**src/rtl/tt_um_dsp_fir_top_if.sv**
```systemverilog
`default_nettype none
// ============================================================================
// Module   : tt_um_dsp_fir_top_if
// Brief    : Tiny Tapeout pin bundle for the sequential FIR block
// Revision : 1.0  initial release
// ============================================================================
interface tt_um_dsp_fir_top_if;
    logic [7:0] ui_in;
    logic [7:0] uio_in;
    logic [7:0] uo_out;
    logic [7:0] uio_out;
    logic [7:0] uio_oe;

    modport master (
        output ui_in,
        output uio_in,
        input  uo_out,
        input  uio_out,
        input  uio_oe
    );

    modport slave (
        input  ui_in,
        input  uio_in,
        output uo_out,
        output uio_out,
        output uio_oe
    );
endinterface
`default_nettype wire

```
**src/rtl/tt_um_dsp_fir_top.sv**
```systemverilog
`default_nettype none
// ============================================================================
// Module   : tt_um_dsp_fir_top
// Brief    : N-tap signed FIR, one shared MAC, runtime-loadable coefficients
// Revision : 1.0  initial release
// ============================================================================
module tt_um_dsp_fir_top #(
    parameter int TAPS        = 4,
    parameter int COEF_W      = 8,
    parameter int OUT_SHIFT   = 0,
    parameter int SYNC_STAGES = 2
) (
    input  logic                 clk,
    input  logic                 rst_n,
    input  logic                 ena,
    tt_um_dsp_fir_top_if.slave   bus
);

    localparam int c_tap_w  = $clog2(TAPS);
    localparam int c_prod_w = 8 + COEF_W;
    localparam int c_acc_w  = 8 + COEF_W + $clog2(TAPS);
    localparam logic [c_tap_w-1:0]        c_last_tap = c_tap_w'(TAPS - 1);
    localparam logic signed [c_acc_w-1:0] c_sat_max  = c_acc_w'(127);
    localparam logic signed [c_acc_w-1:0] c_sat_min  = -c_acc_w'(128);

    typedef enum logic [1:0] {
        S_IDLE = 2'd0,
        S_MAC  = 2'd1,
        S_OUT  = 2'd2
    } state_t;

    state_t r_state;
    state_t w_state_nxt;

    logic [SYNC_STAGES-1:0]      r_sync_stb;
    logic [SYNC_STAGES-1:0]      r_sync_mode;
    logic                        r_stb_d;
    logic signed [7:0]           r_x    [TAPS];
    logic signed [COEF_W-1:0]    r_coef [TAPS];
    logic signed [c_acc_w-1:0]   r_acc;
    logic [c_tap_w-1:0]          r_tap;
    logic [7:0]                  r_uo_out;
    logic                        r_ready;
    logic                        r_overrun;

    logic                        w_stb_s;
    logic                        w_mode_s;
    logic                        w_rise;
    logic                        w_busy;
    logic [2:0]                  w_idx;
    logic signed [7:0]           w_x_sel;
    logic signed [COEF_W-1:0]    w_c_sel;
    logic signed [c_prod_w-1:0]  w_prod;
    logic signed [c_acc_w-1:0]   w_shifted;
    logic [7:0]                  w_sat;
    logic                        w_unused_pins;

    assign w_stb_s  = r_sync_stb[SYNC_STAGES-1];
    assign w_mode_s = r_sync_mode[SYNC_STAGES-1];
    // Edge tracking runs even with ena low, so an edge seen then is lost rather than deferred.
    assign w_rise   = ena & w_stb_s & ~r_stb_d;
    assign w_busy   = (r_state != S_IDLE);
    assign w_idx    = bus.uio_in[4:2];

    assign w_x_sel   = r_x[r_tap];
    assign w_c_sel   = r_coef[r_tap];
    assign w_prod    = w_x_sel * w_c_sel;
    assign w_shifted = r_acc >>> OUT_SHIFT;
    assign w_sat     = (w_shifted > c_sat_max) ? 8'h7F :
                       (w_shifted < c_sat_min) ? 8'h80 : w_shifted[7:0];

    assign bus.uo_out  = r_uo_out;
    assign bus.uio_out = {r_ready, r_overrun, w_busy, 5'b0_0000};
    assign bus.uio_oe  = 8'hE0;

    assign w_unused_pins = &{1'b0, bus.uio_in[7:5]};

    always_ff @(posedge clk or negedge rst_n) begin
        if (!rst_n) begin
            r_state <= S_IDLE;
        end else begin
            r_state <= w_state_nxt;
        end
    end

    always_comb begin
        w_state_nxt = r_state;
        if (ena) begin
            case (r_state)
                S_IDLE:  if (w_rise && !w_mode_s) w_state_nxt = S_MAC;
                S_MAC:   if (r_tap == c_last_tap) w_state_nxt = S_OUT;
                S_OUT:   w_state_nxt = S_IDLE;
                default: w_state_nxt = S_IDLE;
            endcase
        end
    end

    always_ff @(posedge clk or negedge rst_n) begin
        if (!rst_n) begin
            r_sync_stb  <= '0;
            r_sync_mode <= '0;
            r_stb_d     <= 1'b0;
            r_acc       <= '0;
            r_tap       <= '0;
            r_uo_out    <= 8'h00;
            r_ready     <= 1'b0;
            r_overrun   <= 1'b0;
            for (int i = 0; i < TAPS; i++) begin
                r_x[i]    <= '0;
                r_coef[i] <= (i == 0) ? COEF_W'(1) : '0;
            end
        end else begin
            r_sync_stb  <= {r_sync_stb[SYNC_STAGES-2:0],  bus.uio_in[0]};
            r_sync_mode <= {r_sync_mode[SYNC_STAGES-2:0], bus.uio_in[1]};
            r_stb_d     <= w_stb_s;
            if (ena) begin
                if (w_rise && w_busy) begin
                    r_overrun <= 1'b1;
                end
                case (r_state)
                    S_IDLE: begin
                        if (w_rise && w_mode_s) begin
                            // Indices at or above TAPS match no slot and are dropped.
                            for (int k = 0; k < TAPS; k++) begin
                                if (w_idx == 3'(k)) r_coef[k] <= bus.ui_in[COEF_W-1:0];
                            end
                        end else if (w_rise) begin
                            for (int i = TAPS - 1; i > 0; i--) begin
                                r_x[i] <= r_x[i-1];
                            end
                            r_x[0]  <= bus.ui_in;
                            r_acc   <= '0;
                            r_tap   <= '0;
                            r_ready <= 1'b0;
                        end
                    end
                    S_MAC: begin
                        r_acc <= r_acc + c_acc_w'(w_prod);
                        r_tap <= (r_tap == c_last_tap) ? '0 : r_tap + 1'b1;
                    end
                    S_OUT: begin
                        r_uo_out <= w_sat;
                        r_ready  <= 1'b1;
                    end
                    default: ;
                endcase
            end
        end
    end

endmodule
`default_nettype wire
```
**src/flat_wrapper.sv**
```systemverilog
// flat-port wrapper written by rule: the top's interface ports become plain ports
module tt_um_dsp_fir_top_flat 
#(
    parameter int TAPS        = 4,
    parameter int COEF_W      = 8,
    parameter int OUT_SHIFT   = 0,
    parameter int SYNC_STAGES = 2
)
  (clk, rst_n, ena, bus_ui_in, bus_uio_in, bus_uo_out, bus_uio_out, bus_uio_oe);
  tt_um_dsp_fir_top_if bus_i ();
  input  logic clk;
  input  logic rst_n;
  input  logic ena;
  input wire logic [$bits(bus_i.ui_in)-1:0] bus_ui_in;
  input wire logic [$bits(bus_i.uio_in)-1:0] bus_uio_in;
  output wire logic [$bits(bus_i.uo_out)-1:0] bus_uo_out;
  output wire logic [$bits(bus_i.uio_out)-1:0] bus_uio_out;
  output wire logic [$bits(bus_i.uio_oe)-1:0] bus_uio_oe;
  assign bus_i.ui_in = bus_ui_in;
  assign bus_i.uio_in = bus_uio_in;
  assign bus_uo_out = bus_i.uo_out;
  assign bus_uio_out = bus_i.uio_out;
  assign bus_uio_oe = bus_i.uio_oe;
  tt_um_dsp_fir_top #(.TAPS(TAPS), .COEF_W(COEF_W), .OUT_SHIFT(OUT_SHIFT), .SYNC_STAGES(SYNC_STAGES)) u_core (.clk(clk), .rst_n(rst_n), .ena(ena), .bus(bus_i));
endmodule
```
**config.mk**
```make
export PLATFORM = sky130hd
export DESIGN_NAME = tt_um_dsp_fir_top_flat
export DESIGN_NICKNAME = d
export VERILOG_FILES = /design/src/rtl/tt_um_dsp_fir_top_if.sv /design/src/rtl/tt_um_dsp_fir_top.sv /design/src/flat_wrapper.sv
export SDC_FILE = /design/constraint.sdc
export NUM_CORES = 1
export LEC_CHECK = 0
export CORE_ASPECT_RATIO = 0.9
export CORE_MARGIN = 2
export CORE_UTILIZATION = 55
export DETAILED_ROUTE_END_ITERATION = 8
export PLACE_DENSITY = 0.73
export SYNTH_ARGS = -nofsm -noshare
export SYNTH_HDL_FRONTEND = slang
export SYNTH_SLANG_ARGS = --single-unit
```
**constraint.sdc**
```tcl
create_clock -name clk -period 6.1 [get_ports clk]
set_clock_uncertainty 0.15 [all_clocks]
set_input_delay 1.22 -clock clk [delete_from_list [all_inputs] [get_ports clk]]
set_output_delay 1.22 -clock clk [all_outputs]
set_load 0.02 [all_outputs]
```
==> run_summary.xml, run 1 <==
<?xml version="1.0" encoding="UTF-8"?>
<metrics>
  <group name="run_status">
    <metric name="status" unit="">finished clean</metric>
  </group>
  <group name="worst_setup_path">
    <metric name="worstPathArrival" unit="ns">5.92</metric>
    <metric name="worst_ep_required_time" unit="ns">6.20</metric>
    <metric name="critical_path.endpoint_type" unit="">flop</metric>
    <metric name="r2r.worst_path.cells" unit="">17</metric>
    <metric name="crit_chain" unit="">buf_12, mux4_2, and2_1, fa_1, fa_1, inv_1, fa_1, inv_1, fa_1, ha_1, ha_1, nor2b_1, o21a_1, o21ai_2, a211oi_1, or4_1, a32o_1</metric>
    <metric name="critPathLaunchType" unit="">flop</metric>
    <metric name="setup.reg_to_reg.worst_slack" unit="ns">0.28</metric>
    <metric name="crit_path_max_fanout" unit="">10</metric>
    <metric name="critPathKind" unit="">flop to flop</metric>
    <metric name="slowest_delay" unit="ns">0.63</metric>
    <metric name="critical-path-slowest-cell" unit="">sky130_fd_sc_hd__mux4_2</metric>
    <metric name="worst_r2r_endpoint" unit="">u_core.r_acc[14]</metric>
    <metric name="critical-path-top-cell-by-count" unit="">sky130_fd_sc_hd__fa_1</metric>
    <metric name="timing.rr.start" unit="">u_core.r_tap[0]</metric>
  </group>
  <group name="route">
    <metric name="drtPass1Iterations" unit="">5</metric>
    <metric name="dr_vias" unit="">4863</metric>
    <metric name="drc_errors" unit="">0</metric>
    <metric name="drt_iter0_markers" unit="">307</metric>
    <metric name="detail-route-antenna-nets" unit="">0</metric>
    <metric name="routed_wirelength" unit="um">14990</metric>
    <metric name="detail_route.wl_per_cell" unit="um">17.41</metric>
    <metric name="post_drt_via_cell_ratio" unit="">5.648</metric>
  </group>
  <group name="synthesis">
    <metric name="post-synth-top-count-cell" unit="">sky130_fd_sc_hd__dfrtp_1</metric>
    <metric name="synthDominantCellAreaShare" unit="%">33.21</metric>
    <metric name="ys_types" unit="">47</metric>
    <metric name="netlist_top_cells_area" unit="">sky130_fd_sc_hd__dfrtp_1, sky130_fd_sc_hd__fa_1, sky130_fd_sc_hd__mux2_2, sky130_fd_sc_hd__ha_1, sky130_fd_sc_hd__inv_1</metric>
    <metric name="postSynth.asyncResetShare" unit="%">100.0</metric>
    <metric name="yosys_register_bits" unit="">101</metric>
    <metric name="dominantRegCellSynth" unit="">sky130_fd_sc_hd__dfrtp_1</metric>
    <metric name="syn_avg_cell_area" unit="sq um">11.61</metric>
    <metric name="synth_common_cells" unit="">sky130_fd_sc_hd__dfrtp_1, sky130_fd_sc_hd__inv_1, sky130_fd_sc_hd__fa_1</metric>
    <metric name="synth_seq_area_share" unit="%">33.56</metric>
    <metric name="synthesis.area" unit="sq um">7535</metric>
    <metric name="netlist.top_cell.by_area" unit="">sky130_fd_sc_hd__dfrtp_1</metric>
    <metric name="synth_warnings" unit="">0</metric>
    <metric name="postSynthCellCount" unit="">649</metric>
    <metric name="number_of_enable_flip_flop_cells_after_synthesis" unit="">0</metric>
  </group>
  <group name="sta">
    <metric name="fmaxAchievable" unit="GHz">0.1718</metric>
    <metric name="setup_viol" unit="">0</metric>
    <metric name="worst_pin_slew" unit="ns">0.7603</metric>
    <metric name="min_period_over_period" unit="%">95.42</metric>
    <metric name="timing.final.max_slew_violations" unit="">0</metric>
    <metric name="fin_crit" unit="ns">5.821</metric>
    <metric name="timing.final.hold_violations" unit="">0</metric>
    <metric name="slew-limit-headroom" unit="%">49.04</metric>
    <metric name="totalNegativeSetupSlack" unit="ns">0</metric>
    <metric name="grt_setup_unrepaired" unit="">no</metric>
  </group>
  <group name="finish">
    <metric name="antenna_cells" unit="">0</metric>
    <metric name="num-fill-cells" unit="">1011</metric>
    <metric name="area_used_by_sequential_logic_in_the_layout" unit="sq um">2531</metric>
    <metric name="area_delta_synth_final" unit="%">10.83</metric>
    <metric name="finish.net_count" unit="">830</metric>
    <metric name="multi_input_combinational_cell_area" unit="sq um">4541</metric>
    <metric name="proportion_of_layout_cells_with_a_drive_suffix_above_1" unit="%">17.89</metric>
  </group>
  <group name="place">
    <metric name="place_congestion" unit="">0.8977</metric>
    <metric name="io_buffers" unit="">26</metric>
    <metric name="dp_hpwl" unit="um">11610</metric>
  </group>
  <group name="floorplan">
    <metric name="rows" unit="">40</metric>
    <metric name="io_count" unit="">43</metric>
    <metric name="chipHeight" unit="um">115.0</metric>
    <metric name="design.core.area" unit="sq um">13360</metric>
    <metric name="floorplan.die_area" unit="sq um">14650</metric>
    <metric name="starting_density" unit="%">56.39</metric>
    <metric name="die_width" unit="um">127.4</metric>
  </group>
  <group name="clock_tree">
    <metric name="max-clock-path-buffers" unit="">2</metric>
    <metric name="cts_num_sinks" unit="">101</metric>
    <metric name="tritoncts" unit="">built</metric>
    <metric name="path_clk_slew" unit="ns">0.07</metric>
    <metric name="deepest_level_of_the_cts_h_tree" unit="">3</metric>
    <metric name="ctsHoldBuffers" unit="">0</metric>
    <metric name="clock-root-buffer" unit="">sky130_fd_sc_hd__clkbuf_16</metric>
    <metric name="clock_latency" unit="ns">0.35</metric>
    <metric name="cts_buffers" unit="">9</metric>
  </group>
  <group name="worst_hold_path">
    <metric name="worstHoldStart" unit="">u_core.r_sync_mode[0]</metric>
    <metric name="timing.hold.worst_endpoint" unit="">u_core.r_sync_mode[1]</metric>
    <metric name="holdPathStages" unit="">0</metric>
    <metric name="hold_class" unit="">flop to flop</metric>
  </group>
  <group name="global_route">
    <metric name="grt.total_usage" unit="%">22.00</metric>
    <metric name="grt_max_degree" unit="">53</metric>
    <metric name="grt_first_pass_wirelength" unit="um">25010</metric>
    <metric name="vias_in_the_first_global_route" unit="">5059</metric>
    <metric name="antenna_found_initial" unit="">1</metric>
    <metric name="grt-ovfl-total" unit="">0</metric>
  </group>
  <group name="flow_run">
    <metric name="max-cap-violations" unit="">0</metric>
  </group>
</metrics>
## per-stage QoR
| step | worst slack [ns] | utilization (%) | instances | cell area, sq um | hold slack, ns |
|---|---|---|---|---|---|
| after floorplan | 0.2841 | - | 660 | 7576 | 0.1812 |
| after global placement | 0.1687 | 59.86 | 841 | 7999 | 0.1889 |
| after detailed placement | 0.1367 | 59.86 | 841 | 7999 | 0.1880 |
| after CTS | 0.1327 | 62.11 | 857 | 8299 | 0.2102 |
| after global routing | 0.01742 | 62.49 | 861 | 8351 | 0.2161 |
| final | 0.2791 | 62.49 | 861 | 8351 | 0.2090 |
## flip-flops by register name (all words and copies together), names as in the netlist
| name | count |
|---|---|
| u_core.r_coef | 32 |
| u_core.r_state | 2 |
| u_core.bus.uo_out | 8 |
| u_core.r_overrun | 1 |
| u_core.r_stb_d | 1 |
| u_core.r_ready | 1 |
| u_core.r_acc | 18 |
| u_core.r_sync_stb | 2 |
| u_core.r_tap | 2 |
| u_core.r_sync_mode | 2 |
| u_core.r_x | 32 |
## area by class of cell
class	count	area share, %
sequential	101	30.31
inverter	90	4.046
multi-input combinational	441	54.38
clock inverter	6	0.8541
clock buffer	10	2.742
timing repair buffer	45	5.154
tap	168	2.517
## cells by family (layout without fill, tap and decap cells)
logic type	count (synthesis)	after routing	share of synthesized area [%]
other	2	13	0.09967
multiplexers	82	82	14.48
AND/OR/NAND/NOR	143	143	9.366
AO/OA/AOI/OAI	66	66	5.729
flip-flops	101	101	33.56
XOR/XNOR	14	14	1.627
adder cells (fa/ha/maj)	123	123	28.40
buffers and inverters	118	151	6.742
## critical path, delay by kind of cell, from the launching register on
kind	cells	cell delay [ns]
AND/OR/NAND/NOR	3	0.85
flip-flops	1	0.44
buffers and inverters	3	0.28
adder cells (fa/ha/maj)	6	2.65
AO/OA/AOI/OAI	4	0.71
multiplexers	1	0.63
## metal layers
| metal | vias up | share of wire, % | track usage, % | routed length, um |
|---|---|---|---|---|
| li1 | 2200 | - | - | - |
| met1 | 2504 | 43 | 30.38 | 6511 |
| met2 | 142 | 50 | 36.54 | 7519 |
| met3 | 17 | 5.1 | 4.281 | 762 |
| met4 | 0 | 1.3 | 5.421 | 193 |
| met5 | - | 0 | 0 | 0 |
## worst max-delay path by stage
stage | start | end | slack, ns
after floorplan | u_core.r_tap[0] | u_core.r_acc[14] | 0.28
after CTS | u_core.r_tap[1] | u_core.r_acc[17] | 0.13
final | u_core.r_tap[0] | u_core.r_acc[14] | 0.28
after global placement | u_core.r_tap[1] | u_core.r_acc[17] | 0.17
after detailed placement | u_core.r_tap[1] | u_core.r_acc[17] | 0.14
after global routing | u_core.r_tap[0] | u_core.r_acc[15] | 0.02
## what timing repair did
item | 4_1_cts | 5_1_grt
endpoints found under the setup margin | 0 | 5
setup buffers | 0 | 3
resized for setup | 0 | 6
## placed cells by master, fill, tap and decap left out, drive strengths merged, types with 7 or more instances in the layout
cell type      instances
nand2                 54
nor3                   7
and2                  34
buf                   19
xnor2                 13
inv                   92
dfrtp                100
fa                    80
clkdlybuf4s50         25
ha                    43
conb                  13
mux2                  66
o21ai                 23
clkbuf                11
mux4                  15
nor2                  21
a22o                   7
a21oi                 11
nand3                  7
Power of run 1 is not shown: default switching activity piles up to over one toggle a cycle in this logic, so the estimate is an artifact.
==> inputs of run 2 (changes only) <==
--- a/config.mk
+++ b/config.mk
@@ -10,6 +10,7 @@
 export CORE_UTILIZATION = 55
 export DETAILED_ROUTE_END_ITERATION = 8
 export PLACE_DENSITY = 0.73
+export REMOVE_ABC_BUFFERS = 1
 export SYNTH_ARGS = -nofsm -noshare
 export SYNTH_HDL_FRONTEND = slang
 export SYNTH_SLANG_ARGS = --single-unit
==> run 2 against run 1 <==
Against the previous run: final cell count shrank 0.70%; largest cell class unchanged; maximum frequency down 0.99%; worst hold slack lost 0.0019 ns; routed wire length fell by 1.9%; first-iteration DRC count decreased by 36%; critical path depth did not move.
==> run_summary.xml, run 2 (synthesized netlist as in run 1, its figures left out) <==
<?xml version="1.0" encoding="UTF-8"?>
<metrics>
  <group name="run_status">
    <metric name="status" unit="">finished clean</metric>
  </group>
  <group name="route">
    <metric name="dr_vias" unit="">4773</metric>
    <metric name="routed_wirelength" unit="um">14710</metric>
    <metric name="drt_iter0_markers" unit="">195</metric>
    <metric name="detail_route.wl_per_cell" unit="um">17.20</metric>
    <metric name="detail-route-antenna-nets" unit="">0</metric>
    <metric name="drtPass1Iterations" unit="">4</metric>
    <metric name="drc_errors" unit="">0</metric>
    <metric name="post_drt_via_cell_ratio" unit="">5.582</metric>
  </group>
  <group name="global_route">
    <metric name="use_met2" unit="%">36.58</metric>
    <metric name="grt_first_pass_wirelength" unit="um">25100</metric>
    <metric name="grt-ovfl-total" unit="">0</metric>
    <metric name="global_routing_usage_on_met1" unit="%">30.86</metric>
    <metric name="global_route.peak_usage_layer" unit="">met2</metric>
    <metric name="vias_in_the_first_global_route" unit="">5117</metric>
    <metric name="use_met3" unit="%">2.885</metric>
    <metric name="grt.total_usage" unit="%">21.85</metric>
    <metric name="grt_max_degree" unit="">63</metric>
    <metric name="antenna_found_initial" unit="">0</metric>
  </group>
  <group name="worst_setup_path">
    <metric name="setup.reg_to_reg.worst_slack" unit="ns">0.22</metric>
    <metric name="critical-path-slowest-cell" unit="">sky130_fd_sc_hd__mux4_2</metric>
    <metric name="path_delay_family" unit="">adder cells</metric>
    <metric name="critPathKind" unit="">flop to flop</metric>
    <metric name="crit_path_max_fanout" unit="">8</metric>
    <metric name="path_buf_inv" unit="">3</metric>
    <metric name="worst_ep_required_time" unit="ns">6.18</metric>
    <metric name="worst_r2r_endpoint" unit="">u_core.r_acc[15]</metric>
    <metric name="r2r.worst_path.cells" unit="">17</metric>
    <metric name="crit_chain" unit="">buf_4, mux4_2, and2_1, inv_1, fa_1, inv_1, fa_1, fa_1, fa_1, fa_1, ha_1, o211ai_1, o211ai_1, a21boi_1, a21oi_2, a2111oi_0, a211oi_1</metric>
    <metric name="slowest_delay" unit="ns">0.62</metric>
    <metric name="worstPathArrival" unit="ns">5.95</metric>
    <metric name="cp.depth" unit="">17</metric>
    <metric name="critical_path.endpoint_type" unit="">flop</metric>
    <metric name="timing.rr.start" unit="">u_core.r_tap[0]</metric>
    <metric name="critPathLaunchType" unit="">flop</metric>
    <metric name="critical-path-top-cell-by-count" unit="">sky130_fd_sc_hd__fa_1</metric>
  </group>
  <group name="place">
    <metric name="io_buffers" unit="">26</metric>
    <metric name="placedCellCount" unit="">839</metric>
    <metric name="place_congestion" unit="">0.8813</metric>
    <metric name="preCtsSetupSlack" unit="ns">0.1157</metric>
    <metric name="dp_hpwl" unit="um">11540</metric>
  </group>
  <group name="finish">
    <metric name="proportion_of_layout_cells_with_a_drive_suffix_above_1" unit="%">17.76</metric>
    <metric name="area_used_by_sequential_logic_in_the_layout" unit="sq um">2530</metric>
    <metric name="largest_registers" unit="">u_core.r_coef (32), u_core.r_x (32), u_core.r_acc (18)</metric>
    <metric name="fin_cells" unit="">855</metric>
    <metric name="multi_input_combinational_cell_area" unit="sq um">4552</metric>
    <metric name="antenna_cells" unit="">0</metric>
    <metric name="area_delta_synth_final" unit="%">10.05</metric>
    <metric name="final_cell_mix" unit="">sky130_fd_sc_hd__dfrtp_1, sky130_fd_sc_hd__inv_1, sky130_fd_sc_hd__fa_1, sky130_fd_sc_hd__mux2_2, sky130_fd_sc_hd__nand2_1</metric>
    <metric name="num-fill-cells" unit="">1036</metric>
    <metric name="finish.net_count" unit="">824</metric>
    <metric name="mostFrequentLayoutCell" unit="">sky130_fd_sc_hd__dfrtp_1</metric>
    <metric name="post-route-util" unit="%">62.05</metric>
  </group>
  <group name="sta">
    <metric name="min_period_over_period" unit="%">96.38</metric>
    <metric name="totalNegativeSetupSlack" unit="ns">0</metric>
    <metric name="worst_pin_slew" unit="ns">0.7525</metric>
    <metric name="setup_viol" unit="">0</metric>
    <metric name="fin_ws" unit="ns">0.2210</metric>
    <metric name="fin_crit" unit="ns">5.879</metric>
    <metric name="grt_setup_unrepaired" unit="">no</metric>
    <metric name="slew-limit-headroom" unit="%">49.84</metric>
    <metric name="timing.final.max_slew_violations" unit="">0</metric>
    <metric name="timing.final.hold_violations" unit="">0</metric>
    <metric name="fmaxAchievable" unit="GHz">0.1701</metric>
  </group>
  <group name="clock_tree">
    <metric name="cts_num_sinks" unit="">101</metric>
    <metric name="ctsHoldBuffers" unit="">0</metric>
    <metric name="tritoncts" unit="">built</metric>
    <metric name="clock-root-buffer" unit="">sky130_fd_sc_hd__clkbuf_16</metric>
    <metric name="cts_buffers" unit="">9</metric>
    <metric name="clock_latency" unit="ns">0.35</metric>
    <metric name="path_clk_slew" unit="ns">0.08</metric>
    <metric name="max-clock-path-buffers" unit="">2</metric>
    <metric name="cts_post_setup_buffers_inserted" unit="">0</metric>
    <metric name="deepest_level_of_the_cts_h_tree" unit="">3</metric>
  </group>
  <group name="flow_run">
    <metric name="max-cap-violations" unit="">0</metric>
  </group>
  <group name="worst_hold_path">
    <metric name="holdPathStages" unit="">0</metric>
    <metric name="timing.hold.worst_endpoint" unit="">u_core.r_sync_mode[1]</metric>
    <metric name="hold_class" unit="">flop to flop</metric>
    <metric name="worstHoldStart" unit="">u_core.r_sync_mode[0]</metric>
  </group>
  <group name="floorplan">
    <metric name="chipHeight" unit="um">115.0</metric>
    <metric name="floorplan.die_area" unit="sq um">14650</metric>
    <metric name="io_count" unit="">43</metric>
    <metric name="rows" unit="">40</metric>
    <metric name="design.core.area" unit="sq um">13360</metric>
    <metric name="die_width" unit="um">127.4</metric>
    <metric name="starting_density" unit="%">56.39</metric>
  </group>
</metrics>
run 2: cell types whose count changed in the layout (fill, tap and decap cells not counted), sizes merged:
cell	previous run	this run
inv	92	93
bufinv	1	0
clkinv	2	3
clkbuf	11	9
buf	19	14
run 2: through the flow:
stage | area (sq um) | hold slack, ns
6_report | 8292 | 0.2071
5_1_grt | 8292 | 0.2092
4_1_cts | 8278 | 0.2085
3_5_place_dp | 7984 | 0.1880
3_3_place_gp | 7984 | 0.1897
2_1_floorplan | 7406 | 0.1812
run 2: timing repair:
action / in CTS / in global routing
endpoints found under the hold margin: 0 / 0
resized for setup: 0 / 8
endpoints found under the setup margin: 0 / 4
run 2: layout make-up:
type | count | share of cell area (%)
clock inverters | 7 | 0.8299
well taps | 168 | 2.535
flip-flops and latches | 101 | 30.51
inverters | 90 | 4.074
multi-input cells | 441 | 54.90
repair buffers | 39 | 4.436
clock buffers | 9 | 2.716
run 2: worst register-to-register path, delay by kind of cell (launching register included):
family / cells / cell delay [ns]
multiplexers: 1 / 0.62
AO/OA/AOI/OAI: 6 / 1.24
AND/OR/NAND/NOR: 1 / 0.23
adder cells (fa/ha/maj): 6 / 2.72
flip-flops: 1 / 0.43
buffers and inverters: 3 / 0.37
run 2: metal layers:
metal,part of all wire (%),up-vias
li1,-,2187
met1,45,2467
met2,50,106
met3,3.5,13
met4,1.0,0
met5,0,-
run 2: how the worst max path moves through the flow:
stage	end	slack, ns	startpoint
global placement	u_core.r_acc[17]	0.17	u_core.r_tap[0]
global route	u_core.r_acc[15]	0.005	u_core.r_tap[0]
CTS	u_core.r_acc[17]	0.08	u_core.r_tap[0]
detailed placement	u_core.r_acc[17]	0.12	u_core.r_tap[0]
floorplan	u_core.r_acc[14]	-0.04	u_core.r_tap[0]
finish	u_core.r_acc[15]	0.22	u_core.r_tap[0]
Power of run 2 is left out for the same reason.
